`src/rtl/fifo_word_pkg.sv`:
```
// Shared layout of the 140-bit channel FIFO word.
// Used by the write-side packer and the read-side resolver.
package fifo_word_pkg;

    localparam int FIFO_W    = 140;
    localparam int DATA_W    = 16;
    localparam int MAX_WORDS = 8;
    localparam int CH_W      = 8;
    localparam int LEN_W     = 4;

    localparam int LEN_LSB  = 0;
    localparam int CH_LSB   = 4;
    localparam int DATA_LSB = 12;

    localparam int PAYLOAD_W = DATA_W * MAX_WORDS;
    localparam int IDX_W     = $clog2(MAX_WORDS);
    localparam int LSB_W     = $clog2(PAYLOAD_W);

    typedef enum logic [1:0] {
        IDLE,
        FILL,
        FLUSH
    } pack_state_e;

    // Word 0 sits at the top of the payload, later words below it.
    function automatic logic [LSB_W-1:0] slot_lsb(logic [IDX_W-1:0] idx);
        return LSB_W'(PAYLOAD_W - DATA_W) - LSB_W'(32'(idx) * DATA_W);
    endfunction

    function automatic logic [FIFO_W-1:0] pack_word(
        logic [PAYLOAD_W-1:0] d,
        logic [CH_W-1:0]      ch,
        logic [LEN_W-1:0]     len
    );
        return {d, ch, len};
    endfunction

endpackage

```
`src/rtl/fifo_data_pack.sv`:
```
// Write-side packer: gathers up to eight tagged 16-bit words
// into one 140-bit FIFO entry and writes it under back-pressure.
module fifo_data_pack
    import fifo_word_pkg::*;
#(
    parameter int CNT_W = 16
) (
    input  logic              clk,
    input  logic              rst,
    input  logic [DATA_W-1:0] din,
    input  logic [CH_W-1:0]   din_ch,
    input  logic              din_last,
    input  logic              din_vld,
    output logic              din_rdy,
    input  logic              fifo_full,
    output logic              fifo_wr_en,
    output logic [FIFO_W-1:0] data_to_fifo,
    output logic              err_ch_zero,
    output logic [CNT_W-1:0]  frame_cnt
);

    pack_state_e          state_q, state_d;
    logic [IDX_W-1:0]     idx_q, idx_d;
    logic [CH_W-1:0]      ch_q, ch_d;
    logic [PAYLOAD_W-1:0] buf_q, buf_d;
    logic [FIFO_W-1:0]    out_q, out_d;
    logic                 err_q, err_d;
    logic [CNT_W-1:0]     cnt_q, cnt_d;

    logic ch_zero;
    logic ch_mismatch;
    logic xfer;

    assign ch_zero     = (din_ch == '0);
    assign ch_mismatch = din_vld && !ch_zero && (din_ch != ch_q);

    // A word from another channel closes the open frame and waits.
    assign din_rdy = !rst && ((state_q == IDLE) ||
                              (state_q == FILL && !ch_mismatch));
    assign xfer    = din_vld && din_rdy;

    assign fifo_wr_en   = (state_q == FLUSH) && !fifo_full;
    assign data_to_fifo = out_q;
    assign err_ch_zero  = err_q;
    assign frame_cnt    = cnt_q;

    always_comb begin
        state_d = state_q;
        idx_d   = idx_q;
        ch_d    = ch_q;
        buf_d   = buf_q;
        out_d   = out_q;
        err_d   = 1'b0;
        cnt_d   = cnt_q;
        unique case (state_q)
            IDLE: begin
                if (xfer && ch_zero) begin
                    err_d = 1'b1;
                end else if (xfer) begin
                    buf_d = {din, {(PAYLOAD_W - DATA_W){1'b0}}};
                    ch_d  = din_ch;
                    if (din_last) begin
                        state_d = FLUSH;
                        idx_d   = '0;
                        out_d   = pack_word(buf_d, din_ch, LEN_W'(1));
                    end else begin
                        state_d = FILL;
                        idx_d   = IDX_W'(1);
                    end
                end
            end
            FILL: begin
                if (ch_mismatch) begin
                    state_d = FLUSH;
                    idx_d   = '0;
                    out_d   = pack_word(buf_q, ch_q, LEN_W'(idx_q));
                end else if (xfer && ch_zero) begin
                    err_d = 1'b1;
                end else if (xfer) begin
                    buf_d[slot_lsb(idx_q) +: DATA_W] = din;
                    if (din_last || idx_q == IDX_W'(MAX_WORDS - 1)) begin
                        state_d = FLUSH;
                        idx_d   = '0;
                        out_d   = pack_word(buf_d, ch_q,
                                            LEN_W'(idx_q) + LEN_W'(1));
                    end else begin
                        idx_d = idx_q + IDX_W'(1);
                    end
                end
            end
            FLUSH: begin
                if (!fifo_full) begin
                    state_d = IDLE;
                    idx_d   = '0;
                    if (cnt_q != '1) begin
                        cnt_d = cnt_q + CNT_W'(1);
                    end
                end
            end
            default: begin
                state_d = IDLE;
                idx_d   = '0;
            end
        endcase
    end

    always_ff @(posedge clk) begin
        if (rst) begin
            state_q <= IDLE;
            idx_q   <= '0;
            ch_q    <= '0;
            buf_q   <= '0;
            out_q   <= '0;
            err_q   <= 1'b0;
            cnt_q   <= '0;
        end else begin
            state_q <= state_d;
            idx_q   <= idx_d;
            ch_q    <= ch_d;
            buf_q   <= buf_d;
            out_q   <= out_d;
            err_q   <= err_d;
            cnt_q   <= cnt_d;
        end
    end

endmodule

```
`config.mk`:
```
export PLATFORM = sky130hd
export DESIGN_NAME = fifo_data_pack
export DESIGN_NICKNAME = d
export VERILOG_FILES = /design/src/rtl/fifo_word_pkg.sv /design/src/rtl/fifo_data_pack.sv
export SDC_FILE = /design/constraint.sdc
export NUM_CORES = 1
export LEC_CHECK = 0
export CORE_MARGIN = 2
export CORE_UTILIZATION = 50
export DETAILED_ROUTE_END_ITERATION = 12
export PLACE_DENSITY = 0.78
export SYNTH_ARGS = -nofsm -noshare
export SYNTH_HDL_FRONTEND = slang
export SYNTH_SLANG_ARGS = --single-unit
```
`constraint.sdc`:
```
create_clock -name clk -period 7.55 [get_ports clk]
set_clock_uncertainty 0.15 [all_clocks]
set_input_delay 0.755 -clock clk [delete_from_list [all_inputs] [get_ports clk]]
set_output_delay 0.755 -clock clk [all_outputs]
set_load 0.01 [all_outputs]
```
==> impl_metrics.yaml <==
outcome:
  outcome: "finished, final reports clean"
clock_tree:
  holdBufCountCts: 0
  post_cts_buffers: 0
  cts_buffer_depth: 3
  cts.htree.levels: 1
  clkTransAtPathRegs_ps: 60
  numCtsBuffers: 30
  clkSinkCount: 298
  clock_latency_ps: 570
  cts_resized: 0
  cts_tree: "yes"
  cts-root-buf: "clkbuf_16"
power_and_ir_drop:
  p_per_area_nw_per_um2: 225
  finalPower_uw: 3290
  p_leak_uw: 0.00530
  peakVddDrop_mv: 0.186
  sequentialPowerShare_pct: 48.9
  power_frac_comb_pct: 6.9
  clkPwrFrac_pct: 44.2
  p_int_uw: 2500
  switchingPower_uw: 782
  switching_share_pct: 23.8
timing:
  timing.final.crit_share_pct: 59.6
  setup_viol: 0
  period_minus_slack_ps: 4500
  max_slew.worst_pin.slew_ps: 1190
  rsz0062_at_grt: "false"
  max_freq_mhz: 222
  setup_tns_ps: 0
  slew-limit-headroom_pct: 20.8
  slew_viol_final: 0
  hold_viol_final: 0
yosys:
  synth_ff_type: "dfxtp_1"
  postSynthCellCount: 1118
  synth.distinct_cells: 56
  synth_edf_count: 0
  avgSynthCellArea_um2: 10.4
  synth-seq-area-share_pct: 51.1
  async_reset_ff_share_pct: 0
  syn-cell-area_um2: 11700
  synth_seq_cells: 298
  synth_fp_nets: 1150
  yosys_warnings: 0
finish:
  final_core_util_pct: 64.2
  fin_nets: 1290
  multi_input_area_um2: 5280
  n_antenna_cell: 0
  nFillCells: 1801
  layout-drive-gt1-share_pct: 7.43
  fin_area_um2: 14600
  seqCellArea_um2: 5970
  synthToLayoutAreaGrowth_pct: 25.2
grt:
  grt_busiest_layer: "met2"
  use_met1_pct: 35.6
  antenna_found_initial: 1
  grt.overflow.total: 0
  grt_use_total_pct: 26.5
  grt_use_met3_pct: 4.79
  grt_pass1_wl_um: 51700
  grt_max_degree: 64
  grt_pass1_vias: 9172
  use_met2_pct: 43.6
run:
  maxCapViolCount: 0
routing:
  antenna_left: 0
  num_vias: 9511
  viasPerCell: 5.97
  routed_wl_um: 33300
  avgRoutedWirePerCell_um: 20.9
  drt_iter0_markers: 742
  dr.pass1.iters: 5
  drc_errors: 0
floorplan:
  row_count: 55
  die_h_um: 157
  ios: 188
  fp.dieW_um: 157
  dieArea_um2: 24600
  coreArea_um2: 22800
  start_util_pct: 51.3
place:
  gp_congestion: 0.871
  hpwl_um: 21800
  port_buffers: 187
  place_area_um2: 13700
worst_setup_path:
  setup.worst_path.end_class: "flip-flop"
  r2r_slack_ps: 3530
  start_kind: "input port"
  r2r_cells: 7
  critical_path_class: "in2reg"
  worstPathMaxFanout: 54
  required_ps: 7910
  worstPathArrival_ps: 4860
min_path:
  hp-class: "reg2reg"
  whs_path_depth: 2
==> state kept, by name (all words and copies together), names as in the netlist <==
register,cells
frame_cnt,16
state_q,2
err_ch_zero,1
idx_q,3
buf_q,128
data_to_fifo,140
ch_q,8
==> worst max-delay path, stage by stage <==
cell	delay (ps)
clkdlybuf4s50_1	500
or4_4	600
o21ai_1	290
a21oi_2	50
buf_4	270
o21a_2	580
nor2_4	1010
buf_4	530
a221o_1	210
==> metal layers <==
metal	share of wire, %	vias up
li1	-	4425
met1	43	4624
met2	47	403
met3	7.8	59
met4	2.2	0
met5	0	-
==> power by group through the flow <==
| stage | Sequential, uW | Clock [uW] | Combinational [uW] |
|---|---|---|---|
| floorplan | 1640 | 0 | 137 |
| global placement | 1640 | 0 | 221 |
| detailed placement | 1640 | 0 | 224 |
| CTS | 1610 | 1460 | 225 |
| global route | 1610 | 1540 | 244 |
| finish | 1610 | 1450 | 227 |
==> synthesized netlist by cell type, drive strengths merged, types with 11 or more instances <==
master	count	area share, %
dfxtp	298	51
a22o	112	8.4
nand2	99	3.2
mux2i	95	8.1
o2bb2ai	95	7.1
nor2	59	2.3
clkbuf	57	1.9
a21oi	50	2.2
buf	40	2.0
o21ai	26	1.2
a311oi	24	1.8
nor2b	20	1.1
xor2	18	1.4
a221o	16	1.4
and2	16	0.86
nor4	15	1.4
nand4	11	0.59
==> metrics by stage <==
| stage | hold slack (ps) | std cells | worst slack, ps |
|---|---|---|---|
| global route | 323 | 1592 | 2830 |
| CTS | 306 | 1592 | 3130 |
| global placement | 292 | 1539 | 2650 |
| finish | 303 | 1592 | 3050 |
| detailed placement | 298 | 1539 | 2550 |
| floorplan | 287 | 1118 | 4230 |
==> placed cells by master, fill, tap and decap left out, types with 7 or more instances in the layout <==
cell             instances
dfxtp_1                298
clkdlybuf4s50_1        186
a22o_1                 112
nand2_1                 98
mux2i_1                 95
o2bb2ai_1               95
nor2_1                  55
a21oi_1                 45
clkbuf_16               30
a311oi_1                24
o21ai_0                 23
nor2b_1                 20
buf_4                   19
xor2_1                  18
and2_1                  16
a221o_1                 16
nand4_1                 11
nand2b_1                10
nor3_1                  10
nor4_2                   8
clkinv_2                 7
clkbuf_1                 7
==> worst paths after layout <==
path                                    endpoint        from
worst max-delay path            data_to_fifo[16]   din_ch[3]
worst min-delay path                  buf_q[125]  buf_q[125]
worst max register to register  data_to_fifo[16]  state_q[1]
worst min register to register        buf_q[125]  buf_q[125]
==> area by class of cell <==
type                            count  share of cell area (%)
Inverter                            4                   0.103
Timing Repair Buffer              205                    13.7
Clock buffer                       41                    5.69
Sequential cell                   298                    40.8
Multi-Input combinational cell    719                    36.1
Clock inverter                     12                   0.873
Tap cell                          313                    2.68
==> kinds of logic after synthesis <==
family / after synthesis / synth area share [%]
AOI/OAI and AO/OA: 338 / 23.1
xor gates and xnor gates: 20 / 1.50
adders and majority gates: 3 / 0.321
buffers and inverters: 101 / 3.95
DFF: 298 / 51.1
muxes: 95 / 8.14
and+or+nand+nor: 263 / 11.9
Note: power is estimated with default switching activity, not from simulation.
